`config.mk`:
```
export PLATFORM = sky130hd
export DESIGN_NAME = rgb2ycbcr_ctrl_flat
export DESIGN_NICKNAME = d
export VERILOG_FILES = /design/src/rtl/rgb2ycbcr_ctrl_if.sv /design/src/rtl/rgb2ycbcr_ctrl.sv /design/src/flat_wrapper.sv
export SDC_FILE = /design/constraint.sdc
export NUM_CORES = 1
export LEC_CHECK = 0
export ABC_AREA = 1
export BUFFER_PORTS_ARGS = -buffer_cell sky130_fd_sc_hd__buf_2
export CAP_MARGIN = 20
export CORE_MARGIN = 4
export CORE_UTILIZATION = 45
export DETAILED_ROUTE_END_ITERATION = 6
export PLACE_DENSITY = 0.66
export SYNTH_ARGS = -nofsm -noshare
export SYNTH_HDL_FRONTEND = slang
export SYNTH_SLANG_ARGS = --single-unit
```
`constraint.sdc`:
```
create_clock -name clk -period 3.8 [get_ports clk]
set_input_delay 0.38 -clock clk [delete_from_list [all_inputs] [get_ports clk]]
set_output_delay 0.38 -clock clk [all_outputs]
set_load 0.02 [all_outputs]
```
`src/rtl/rgb2ycbcr_ctrl_if.sv`:
```
// rtl/rgb2ycbcr_ctrl_if.sv - pixel, converter and output stream signals of rgb2ycbcr_ctrl
// master is the controller's view; slave is the surrounding source/converter/sink.
interface rgb2ycbcr_ctrl_if;
  logic        s_valid;
  logic [23:0] s_data;
  logic        s_ready;
  logic        conv_enable;
  logic [23:0] conv_data_in;
  logic [23:0] conv_data_out;
  logic        m_valid;
  logic [23:0] m_data;
  logic        m_block_last;
  logic        m_frame_last;
  logic        m_ready;

  modport master (
    input  s_valid, s_data, conv_data_out, m_ready,
    output s_ready, conv_enable, conv_data_in, m_valid, m_data, m_block_last, m_frame_last
  );

  modport slave (
    output s_valid, s_data, conv_data_out, m_ready,
    input  s_ready, conv_enable, conv_data_in, m_valid, m_data, m_block_last, m_frame_last
  );
endinterface

```
`src/rtl/rgb2ycbcr_ctrl.sv`:
```
// rtl/rgb2ycbcr_ctrl.sv - stream sequencer for the rgb2ycbcr colour-space converter
// Tags pixels through the 3-stage converter and buffers results in a credit-protected FIFO.
module rgb2ycbcr_ctrl #(
  parameter int BLOCK_PIXELS = 64,
  parameter int FIFO_DEPTH   = 4
) (
  input  logic                 clk,
  input  logic                 rst,
  input  logic                 start,
  input  logic [15:0]          cfg_num_blocks,
  rgb2ycbcr_ctrl_if.master     bus,
  output logic                 busy,
  output logic                 done
);
  localparam int PIX_W = (BLOCK_PIXELS > 1) ? $clog2(BLOCK_PIXELS) : 1;
  localparam int PTR_W = (FIFO_DEPTH > 1) ? $clog2(FIFO_DEPTH) : 1;
  localparam int CNT_W = $clog2(FIFO_DEPTH + 1);
  localparam int OCC_W = $clog2(FIFO_DEPTH + 4) + 1;

  typedef enum logic [1:0] {S_IDLE, S_RUN, S_DRAIN, S_DONE} state_t;

  state_t                state_q, state_d;
  logic [PIX_W-1:0]      pix_cnt_q, pix_cnt_d;
  logic [15:0]           blk_cnt_q, blk_cnt_d;
  logic [15:0]           num_blk_q, num_blk_d;
  logic [2:0]            tag_v_q, tag_v_d;
  logic [2:0]            tag_bl_q, tag_bl_d;
  logic [2:0]            tag_fl_q, tag_fl_d;
  logic [23:0]           fifo_data_q [FIFO_DEPTH];
  logic [FIFO_DEPTH-1:0] fifo_bl_q, fifo_fl_q;
  logic [PTR_W-1:0]      wr_ptr_q, wr_ptr_d;
  logic [PTR_W-1:0]      rd_ptr_q, rd_ptr_d;
  logic [CNT_W-1:0]      fifo_cnt_q, fifo_cnt_d;

  logic             s_ready_c;
  logic             accept;
  logic             pop;
  logic             push;
  logic             conv_en;
  logic             pix_last;
  logic             frm_last;
  logic             fifo_nonempty;
  logic [OCC_W-1:0] occ;

  assign fifo_nonempty = (fifo_cnt_q != '0);
  assign pop           = fifo_nonempty && bus.m_ready;
  assign push          = tag_v_q[2];
  assign accept        = bus.s_valid && s_ready_c;
  assign conv_en       = accept || (|tag_v_q);
  assign pix_last      = (pix_cnt_q == PIX_W'(BLOCK_PIXELS - 1));
  assign frm_last      = pix_last && (blk_cnt_q == num_blk_q - 16'd1);

  // Every pixel already in the converter owns a FIFO slot, so the FIFO cannot overflow.
  always_comb begin
    occ = OCC_W'(fifo_cnt_q);
    for (int i = 0; i < 3; i++) begin
      occ = occ + OCC_W'(tag_v_q[i]);
    end
    occ = occ - OCC_W'(pop);
  end

  always_ff @(posedge clk or negedge rst) begin
    if (!rst) begin
      state_q <= S_IDLE;
    end else begin
      state_q <= state_d;
    end
  end

  always_comb begin
    state_d = state_q;
    case (state_q)
      S_IDLE: begin
        if (start) begin
          state_d = (cfg_num_blocks != 16'd0) ? S_RUN : S_DONE;
        end
      end
      S_RUN: begin
        if (accept && frm_last) begin
          state_d = S_DRAIN;
        end
      end
      S_DRAIN: begin
        if (!(|tag_v_q) && !fifo_nonempty) begin
          state_d = S_DONE;
        end
      end
      S_DONE:  state_d = S_IDLE;
      default: state_d = S_IDLE;
    endcase
  end

  always_comb begin
    busy      = 1'b0;
    done      = 1'b0;
    s_ready_c = 1'b0;
    case (state_q)
      S_RUN: begin
        busy      = 1'b1;
        s_ready_c = (occ < OCC_W'(FIFO_DEPTH));
      end
      S_DRAIN: busy = 1'b1;
      S_DONE: begin
        busy = 1'b1;
        done = 1'b1;
      end
      default: ;
    endcase
  end

  always_comb begin
    pix_cnt_d = pix_cnt_q;
    blk_cnt_d = blk_cnt_q;
    num_blk_d = num_blk_q;
    if ((state_q == S_IDLE) && start) begin
      pix_cnt_d = '0;
      blk_cnt_d = '0;
      num_blk_d = cfg_num_blocks;
    end else if (accept) begin
      if (pix_last) begin
        pix_cnt_d = '0;
        blk_cnt_d = blk_cnt_q + 16'd1;
      end else begin
        pix_cnt_d = pix_cnt_q + PIX_W'(1);
      end
    end
  end

  // Tags shift in lockstep with the converter; a bubble enters with valid=0.
  always_comb begin
    tag_v_d  = tag_v_q;
    tag_bl_d = tag_bl_q;
    tag_fl_d = tag_fl_q;
    if (conv_en) begin
      tag_v_d  = {tag_v_q[1:0], accept};
      tag_bl_d = {tag_bl_q[1:0], accept && pix_last};
      tag_fl_d = {tag_fl_q[1:0], accept && frm_last};
    end else if (push) begin
      tag_v_d[2] = 1'b0;
    end
  end

  always_comb begin
    wr_ptr_d   = wr_ptr_q;
    rd_ptr_d   = rd_ptr_q;
    fifo_cnt_d = fifo_cnt_q;
    if (push) begin
      wr_ptr_d = (wr_ptr_q == PTR_W'(FIFO_DEPTH - 1)) ? '0 : wr_ptr_q + PTR_W'(1);
    end
    if (pop) begin
      rd_ptr_d = (rd_ptr_q == PTR_W'(FIFO_DEPTH - 1)) ? '0 : rd_ptr_q + PTR_W'(1);
    end
    case ({push, pop})
      2'b10:   fifo_cnt_d = fifo_cnt_q + CNT_W'(1);
      2'b01:   fifo_cnt_d = fifo_cnt_q - CNT_W'(1);
      default: ;
    endcase
  end

  always_ff @(posedge clk or negedge rst) begin
    if (!rst) begin
      pix_cnt_q  <= '0;
      blk_cnt_q  <= '0;
      num_blk_q  <= '0;
      tag_v_q    <= '0;
      tag_bl_q   <= '0;
      tag_fl_q   <= '0;
      wr_ptr_q   <= '0;
      rd_ptr_q   <= '0;
      fifo_cnt_q <= '0;
    end else begin
      pix_cnt_q  <= pix_cnt_d;
      blk_cnt_q  <= blk_cnt_d;
      num_blk_q  <= num_blk_d;
      tag_v_q    <= tag_v_d;
      tag_bl_q   <= tag_bl_d;
      tag_fl_q   <= tag_fl_d;
      wr_ptr_q   <= wr_ptr_d;
      rd_ptr_q   <= rd_ptr_d;
      fifo_cnt_q <= fifo_cnt_d;
    end
  end

  // Storage needs no reset: reads are gated by the occupancy count.
  always_ff @(posedge clk) begin
    if (push) begin
      fifo_data_q[wr_ptr_q] <= bus.conv_data_out;
      fifo_bl_q[wr_ptr_q]   <= tag_bl_q[2];
      fifo_fl_q[wr_ptr_q]   <= tag_fl_q[2];
    end
  end

  assign bus.s_ready      = s_ready_c;
  assign bus.conv_enable  = conv_en;
  assign bus.conv_data_in = accept ? bus.s_data : 24'h0;
  assign bus.m_valid      = fifo_nonempty;
  assign bus.m_data       = fifo_nonempty ? fifo_data_q[rd_ptr_q] : 24'h0;
  assign bus.m_block_last = fifo_nonempty && fifo_bl_q[rd_ptr_q];
  assign bus.m_frame_last = fifo_nonempty && fifo_fl_q[rd_ptr_q];

  assert property (@(posedge clk) disable iff (!rst)
    !(push && !pop && (fifo_cnt_q == CNT_W'(FIFO_DEPTH))));

  assert property (@(posedge clk) disable iff (!rst)
    (bus.m_valid && !bus.m_ready) |=> (bus.m_valid && $stable(bus.m_data)));
endmodule

```
`src/flat_wrapper.sv`:
```
// flat-port wrapper written by rule: the top's interface ports become plain ports
module rgb2ycbcr_ctrl_flat 
#(
  parameter int BLOCK_PIXELS = 64,
  parameter int FIFO_DEPTH   = 4
)
  (clk, rst, start, cfg_num_blocks, busy, done, bus_s_valid, bus_s_data, bus_conv_data_out, bus_m_ready, bus_s_ready, bus_conv_enable, bus_conv_data_in, bus_m_valid, bus_m_data, bus_m_block_last, bus_m_frame_last);
  rgb2ycbcr_ctrl_if bus_i ();
  input  logic clk;
  input  logic rst;
  input  logic start;
  input  logic [15:0] cfg_num_blocks;
  output logic busy;
  output logic done;
  input wire logic [$bits(bus_i.s_valid)-1:0] bus_s_valid;
  input wire logic [$bits(bus_i.s_data)-1:0] bus_s_data;
  input wire logic [$bits(bus_i.conv_data_out)-1:0] bus_conv_data_out;
  input wire logic [$bits(bus_i.m_ready)-1:0] bus_m_ready;
  output wire logic [$bits(bus_i.s_ready)-1:0] bus_s_ready;
  output wire logic [$bits(bus_i.conv_enable)-1:0] bus_conv_enable;
  output wire logic [$bits(bus_i.conv_data_in)-1:0] bus_conv_data_in;
  output wire logic [$bits(bus_i.m_valid)-1:0] bus_m_valid;
  output wire logic [$bits(bus_i.m_data)-1:0] bus_m_data;
  output wire logic [$bits(bus_i.m_block_last)-1:0] bus_m_block_last;
  output wire logic [$bits(bus_i.m_frame_last)-1:0] bus_m_frame_last;
  assign bus_i.s_valid = bus_s_valid;
  assign bus_i.s_data = bus_s_data;
  assign bus_i.conv_data_out = bus_conv_data_out;
  assign bus_i.m_ready = bus_m_ready;
  assign bus_s_ready = bus_i.s_ready;
  assign bus_conv_enable = bus_i.conv_enable;
  assign bus_conv_data_in = bus_i.conv_data_in;
  assign bus_m_valid = bus_i.m_valid;
  assign bus_m_data = bus_i.m_data;
  assign bus_m_block_last = bus_i.m_block_last;
  assign bus_m_frame_last = bus_i.m_frame_last;
  rgb2ycbcr_ctrl #(.BLOCK_PIXELS(BLOCK_PIXELS), .FIFO_DEPTH(FIFO_DEPTH)) u_core (.clk(clk), .rst(rst), .start(start), .cfg_num_blocks(cfg_num_blocks), .bus(bus_i), .busy(busy), .done(done));
endmodule
```
==> results of run 1 <==
## kinds of logic (layout without fill, tap and decap cells)
kind of cell / after synthesis / count (layout)
other cells: 0 / 1
flops: 160 / 160
compound gates: 140 / 140
simple gates: 365 / 367
fa+ha+maj: 21 / 21
xor+xnor: 15 / 15
buf+inv: 132 / 271
## where the power goes
part	internal (W)	switching, W
logic	0.000964	0.00204
registers	0.00214	0.000198
clock network	0.000881	0.000769
total	0.00398	0.00301
## state kept, by name (all words and copies together), names as in the netlist
name and cells:
u_core.tag_fl_q 3, u_core.fifo_data_q 96, u_core.rd_ptr_q 2, u_core.fifo_fl_q 4, u_core.tag_v_q 3, u_core.num_blk_q 16
u_core.fifo_cnt_q 3, u_core.pix_cnt_q 6, u_core.tag_bl_q 3, u_core.blk_cnt_q 16, u_core.state_q 2, u_core.fifo_bl_q 4
u_core.wr_ptr_q 2
## Yosys cell counts, types with 3 or more instances
master | n | share of area, %
a21oi_1 | 47 | 3.0
o21ai_1 | 11 | 0.71
nor2_2 | 5 | 0.40
nor3_2 | 3 | 0.39
nor3_1 | 9 | 0.58
nand3b_1 | 4 | 0.39
xnor2_1 | 6 | 0.68
buf_2 | 3 | 0.19
edfxtp_1 | 104 | 40
nand2_1 | 118 | 5.7
xor2_1 | 8 | 0.91
ha_1 | 19 | 3.1
nand4_1 | 5 | 0.40
dfrtp_1 | 56 | 18
nand3_1 | 31 | 2.0
inv_1 | 99 | 4.8
nor2_1 | 173 | 8.4
o21ai_0 | 77 | 5.0
buf_1 | 6 | 0.29
clkbuf_1 | 19 | 0.92
nand2_2 | 6 | 0.49
## layer usage
metal / track usage [%] / vias up / part of all wire (%)
met1: 23.2 / 2727 / 44
met5: 0 / - / 0
li1: - / 2999 / -
met3: 3.34 / 19 / 4.3
met4: 5.36 / 0 / 1.4
met2: 30.5 / 150 / 50
## timing repair
| item | in CTS | in global routing |
|---|---|---|
| hold buffers | 0 | 1 |
| pin swaps | 0 | 0 |
| gates cloned | 0 | 2 |
| hold endpoints to repair | 0 | 18 |
| gates resized for setup | 1 | 2 |
| buffers inserted | 0 | 2 |
| setup endpoints to repair | 1 | 25 |
## worst max-delay path, delay by kind of cell (launching register included)
family	cells	cell delay, ns
compound gates	1	0.07
buf+inv	5	0.47
simple gates	5	1.14
flops	1	0.45
fa+ha+maj	3	0.60
## worst max path at each step
stage / start / to / slack, ns
after floorplan: u_core.fifo_cnt_q[0]$_DFFE_PN0P_ / bus_conv_data_in[10] / 0.26
after global placement: u_core.fifo_cnt_q[0]$_DFFE_PN0P_ / bus_conv_enable / 0.51
after detailed placement: u_core.fifo_cnt_q[0]$_DFFE_PN0P_ / bus_conv_enable / 0.40
after CTS: u_core.fifo_cnt_q[0]$_DFFE_PN0P_ / bus_conv_enable / 0.03
after global routing: u_core.fifo_cnt_q[0]$_DFFE_PN0P_ / bus_conv_data_in[22] / 0.01
final: u_core.fifo_cnt_q[0]$_DFFE_PN0P_ / bus_conv_data_in[0] / 0.26
## through the flow
step	util, %	area (sq um)
floorplan	-	7740
global placement	51.4	8590
detailed placement	51.4	8590
CTS	54.9	9180
global route	55.4	9250
finish	55.4	9260
## layout make-up
class	instances	area (sq um)
Fill cell	1503	7440
Tap cell	220	275
Multi-Input combinational cell	543	2750
Clock buffer	17	425
Sequential cell	160	4520
Antenna cell	1	2.50
Timing Repair Buffer	136	728
Inverter	103	389
Clock inverter	15	160
==> summary.txt, run 1 <==
status - finished clean
xor/xnor share of the synthesized area - 1.88%
Pre-Repair DR Iteration Count - 5
Seq cells post-synth - 160
Max Cap Viol - 0
vias per cell - 4.93
Critical Path AT - 3.16 ns
DP Wirelength - 11.3 mm
Fin. Hold Viols - 0
CP most frequent cell - inv_1
multiplexer area fraction after synthesis - 0%
Synth Cell Area - 7740 sq um
CP Max Fanout - 8
Worst slew margin - 33.6%
flop2flop setup slack - 0.38 ns
total number of vias - 5895
min Tclk post-route - 3.54 ns
first-pass GRT wire length - 27.7 mm
ys flop type - edfxtp_1
post-synthesis compound-gate area fraction - 9.27%
crit path kind - reg2out
Clock Latency Late Sink - 0.42 ns
core area - 16700 sq um
largest family of logic cells by synthesized area - simple AND/OR/NAND/NOR gates
initial antenna violation count - 0
post-synthesis simple-gate area fraction - 20.3%
TritonCTS clock tree - done
clk slew on worst S/H paths - 0.07 ns
synth unique cells - 39
Synth Area per Inst - 9.29 sq um
Hold EP - u_core.fifo_data_q[1][7]$_DFFE_PP_
Tot GR Track Use - 17.8%
row count - 47
worst slew pin tran - 0.990 ns
largest net degree at the start of global routing - 55
final setup vio count - 0
CP cell instances - nor3_4 -> inv_1 -> nand2_1 -> inv_1 -> ha_1 -> inv_1 -> ha_1 -> ha_1 -> inv_1 -> a21oi_1 -> nor2_1 -> nand3_2 -> nor2_1 -> buf_2
r2r endpoint - u_core.state_q[0]$_DFFE_PN0P_
nature of the critical path startpoint - flip-flop
Yosys warnings - 0
Nets - 1051
CTS Buffer Depth - 2
Total Power - 0.00699 W
most common cell after layout, fill and taps aside - nor2_1
critical path data required time - 3.42 ns
routed wire length - 17.3 mm
initial DRC count - 344
ys async rst share - 35.0%
Die H - 139 microns
Syn Inst Count - 833
pwr/cell area - 755 nW/um^2
Final Instance Count excl. Fillers - 1195
fin. max-slew vios - 0
post-synthesis sequential area ratio - 58.5%
crit-path max cell delay - 0.45 ns
Worst Setup Slack, final - 0.257 ns
CTS root buffer - clkbuf_16
CP max stage cell - dfrtp_1
Wirelength per Cell - 14.5 microns
hold path start - bus_conv_data_out[7]
Synth Area in Adders - 3.59%
Congestion Overflow GR - 0
share of layout cells above drive strength 1 - 19.8%
vias in the first global route - 5398
Fmax - 0.282 GHz
CTS sink count - 160
Ports - 124
IO buf count - 123
Area Growth Syn to Fin - 19.6%
remaining design rule violation count - 0
cells on worst reg2reg path - 21
commonest non-fill, non-tap cells in the layout - nor2_1 (173), buf_2 (123), nand2_1 (117)
Die Area - 19400 sq um
starting density of the core - 46.3%
clock skew - 0.00713 ns
RSZ-0062 raised after global routing - false
Setup crit end kind - output port
routability cong. - 0.840
Chip Width - 139 microns
H-tree levels - 4
Hold Crit Depth - 1
setup TNS - 0 ns
Post-synth EDFFs - 104
fin crit share - 93.2%
Static Leak - 4.13 nW
Post-Place Setup Slack - 0.404 ns
DRT antenna net count - 0
placed cells - 1156
Hold WC Path Type - in2reg
Worst VDD drop - 0.000426 V
Min Hold Slack - 0.167 ns
Worst R2R Start - u_core.fifo_cnt_q[0]$_DFFE_PN0P_
Syn Nets - 923
Num CTS Buffers - 17
Note: power is estimated with default switching activity, not from simulation.
==> run 2, diff against run 1 <==
--- a/config.mk
+++ b/config.mk
@@ -8,10 +8,10 @@
 export ABC_AREA = 1
 export BUFFER_PORTS_ARGS = -buffer_cell sky130_fd_sc_hd__buf_2
 export CAP_MARGIN = 20
-export CORE_MARGIN = 4
+export CORE_MARGIN = 2
 export CORE_UTILIZATION = 45
 export DETAILED_ROUTE_END_ITERATION = 6
-export PLACE_DENSITY = 0.66
+export PLACE_DENSITY_LB_ADDON = 0.25
 export SYNTH_ARGS = -nofsm -noshare
 export SYNTH_HDL_FRONTEND = slang
 export SYNTH_SLANG_ARGS = --single-unit
==> constraint.sdc (replaced) <==
create_clock -name clk -period 3.42 [get_ports clk]
set_input_delay 0.342 -clock clk [delete_from_list [all_inputs] [get_ports clk]]
set_output_delay 0.342 -clock clk [all_outputs]
set_load 0.02 [all_outputs]
==> summary.txt, run 2 (synthesis gave the netlist of run 1 again) <==
Pre-Repair DR Iteration Count - 4 (-1)
Die Area - 18300 sq um (-5.7%)
max FFs per register - 96 (unchanged)
starting density of the core - 46.3% (unchanged)
CTS root buffer - clkbuf_16
CP startpoint - u_core.fifo_cnt_q[2]$_DFFE_PN0P_
clock skew - 0.00689 ns (-0.000239 ns)
fin crit share - 95.4%
Critical Path AT - 2.92 ns (-0.24 ns)
DP Wirelength - 11.3 mm (about the same)
Wirelength per Cell - 14.4 microns (-0.14%)
largest registers - u_core.fifo_data_q x96, u_core.blk_cnt_q x16, u_core.num_blk_q x16
fin. max-slew vios - 0 (unchanged)
routability cong. - 0.901 (+7.3%)
status - finished clean
first-pass GRT wire length - 26.7 mm (-3.7%)
Post-Place Setup Slack - 0.325 ns (-0.0790 ns)
commonest non-fill, non-tap cells in the layout - nor2_1 (164), nand2_1 (117), edfxtp_1 (104)
DRT antenna net count - 0 (unchanged)
Total Power - 0.00808 W (+16%)
total number of vias - 5922 (+0.46%)
flip-flop and latch area - 4530 sq um (about the same)
Die H - 135 microns (-2.9%)
post-layout util - 56.8% (+1.3 points)
vias in the first global route - 5401 (+0.056%)
Worst VDD drop - 0.000393 V (-7.7%)
Congestion Overflow GR - 0 (unchanged)
largest net degree at the start of global routing - 55 (unchanged)
clk slew on worst S/H paths - 0.07 ns (about the same)
placed cells - 1158 (+0.17%)
final setup vio count - 0 (unchanged)
Worst R2R Start - u_core.fifo_cnt_q[2]$_DFFE_PN0P_
core area - 16700 sq um (unchanged)
CTS sink count - 160 (unchanged)
Setup crit end kind - output port
nature of the critical path startpoint - flip-flop
share of layout cells above drive strength 1 - 21.8% (+2.0 points)
RSZ-0062 raised after global routing - true
Fillers - 1483 (-1.3%)
flop2flop setup slack - 0.26 ns (-0.12 ns)
multi-input logic area - 2770 sq um (+0.64%)
Fin. Hold Viols - 0 (unchanged)
routed wire length - 17.3 mm (+0.20%)
Static Leak - 4.20 nW (+1.8%)
Final Instance Count excl. Fillers - 1199 (+0.33%)
TritonCTS clock tree - done
Num CTS Buffers - 17 (unchanged)
post-route cell area - 9480 sq um (+2.4%)
most common cell after layout, fill and taps aside - nor2_1
min Tclk post-route - 3.26 ns
row count - 47 (unchanged)
H-tree levels - 4 (unchanged)
Fmax - 0.307 GHz
Tot GR Track Use - 18.9% (+1.1 points)
remaining design rule violation count - 0 (unchanged)
r2r endpoint - u_core.blk_cnt_q[14]$_DFFE_PN0P_
worst slew pin tran - 0.897 ns (-0.0936 ns)
Worst Setup Slack, final - 0.158 ns (-0.0986 ns)
pwr/cell area - 852 nW/um^2 (+13%)
Chip Width - 135 microns (-2.9%)
Max Cap Viol - 0 (unchanged)
CTS Buffer Depth - 2 (unchanged)
Clock Latency Late Sink - 0.42 ns (about the same)
Area Growth Syn to Fin - 22.5%
critical path data required time - 3.08 ns (-0.34 ns)
Most flops, register - u_core.fifo_data_q
crit path kind - reg2out
initial antenna violation count - 1 (+1)
vias per cell - 4.94 (+0.12%)
CP Max Fanout - 10 (+2)
cells on worst reg2reg path - 21 (unchanged)
DP Area - 8600 sq um (+0.17%)
Hold WC Path Type - in2async
initial DRC count - 336 (-2.3%)
Worst slew margin - 40.2% (+6.6 points)
IO buf count - 123 (unchanged)
Ports - 124 (unchanged)
Nets - 1055 (+0.38%)
[run 2: cell types whose count changed in the layout (fill, tap and decap cells not counted), sizes merged]
cell / previous run / this run
clkbuf: 17 / 18
bufinv: 0 / 3
buf: 135 / 141
dlygate4sd3: 1 / 0
nand3: 36 / 34
clkinv: 7 / 3
inv: 110 / 111
[run 2: per-layer routing]
metal  track usage (%)  share of wire (%)  wire length, microns
met4              4.86                1.1                   185
met2              32.4                 50                  8710
met3              4.32                4.0                   701
met5                 0                  0                     0
met1              24.5                 45                  7730
[run 2: worst max-delay path by stage]
stage / to / cells past startpoint / slack [ns]
after global routing: bus_conv_data_in[11] / 15 / -0.06
final: bus_conv_data_in[3] / 15 / 0.16
after floorplan: bus_conv_data_in[10] / 15 / 0.02
after global placement: bus_conv_data_in[13] / 15 / 0.42
after CTS: bus_conv_data_in[12] / 15 / 0.009
after detailed placement: bus_conv_data_in[12] / 15 / 0.33
[run 2: stage by stage]
stage               hold slack (ns)  setup TNS, ns
floorplan                    0.0464              0
global placement              0.385              0
detailed placement            0.393              0
CTS                          0.0711              0
global route                  0.101         -0.328
finish                       0.0415              0
[run 2: cell type report]
cell class | count | share of cell area (%)
clock buffer | 17 | 4.49
inverter | 103 | 4.11
multi-input combinational | 541 | 29.2
clock inverter | 15 | 2.28
sequential | 160 | 47.7
tap | 220 | 2.90
antenna | 1 | 0.0264
timing repair buffer | 142 | 9.24
[run 2: worst max-delay path, stage by stage, from the launching register on]
cell,delay [ns]
dfrtp_1,0.41
nor3_4,0.21
inv_2,0.05
nand2_1,0.06
inv_2,0.06
ha_4,0.23
fa_1,0.35
inv_1,0.06
ha_1,0.22
nand3_2,0.07
nand3_2,0.06
nand2_2,0.08
nand3_4,0.14
buf_16,0.19
nor2_1,0.13
buf_4,0.16
[run 2: repair_timing]
item / in CTS / in global routing
gates resized for setup: 8 / 39
setup buffers: 2 / 4
pin swaps: 0 / 3
hold buffers: 0 / 0
cloned: 1 / 1
setup endpoints to repair: 25 / 31
[run 2: power breakdown]
part	switching, W	leakage [nW]	total [W]	internal (W)
Clock	0.000846	0.313	0.00204	0.00119
Sequential	0.000227	1.67	0.00260	0.00238
Combinational	0.00225	2.21	0.00344	0.00118
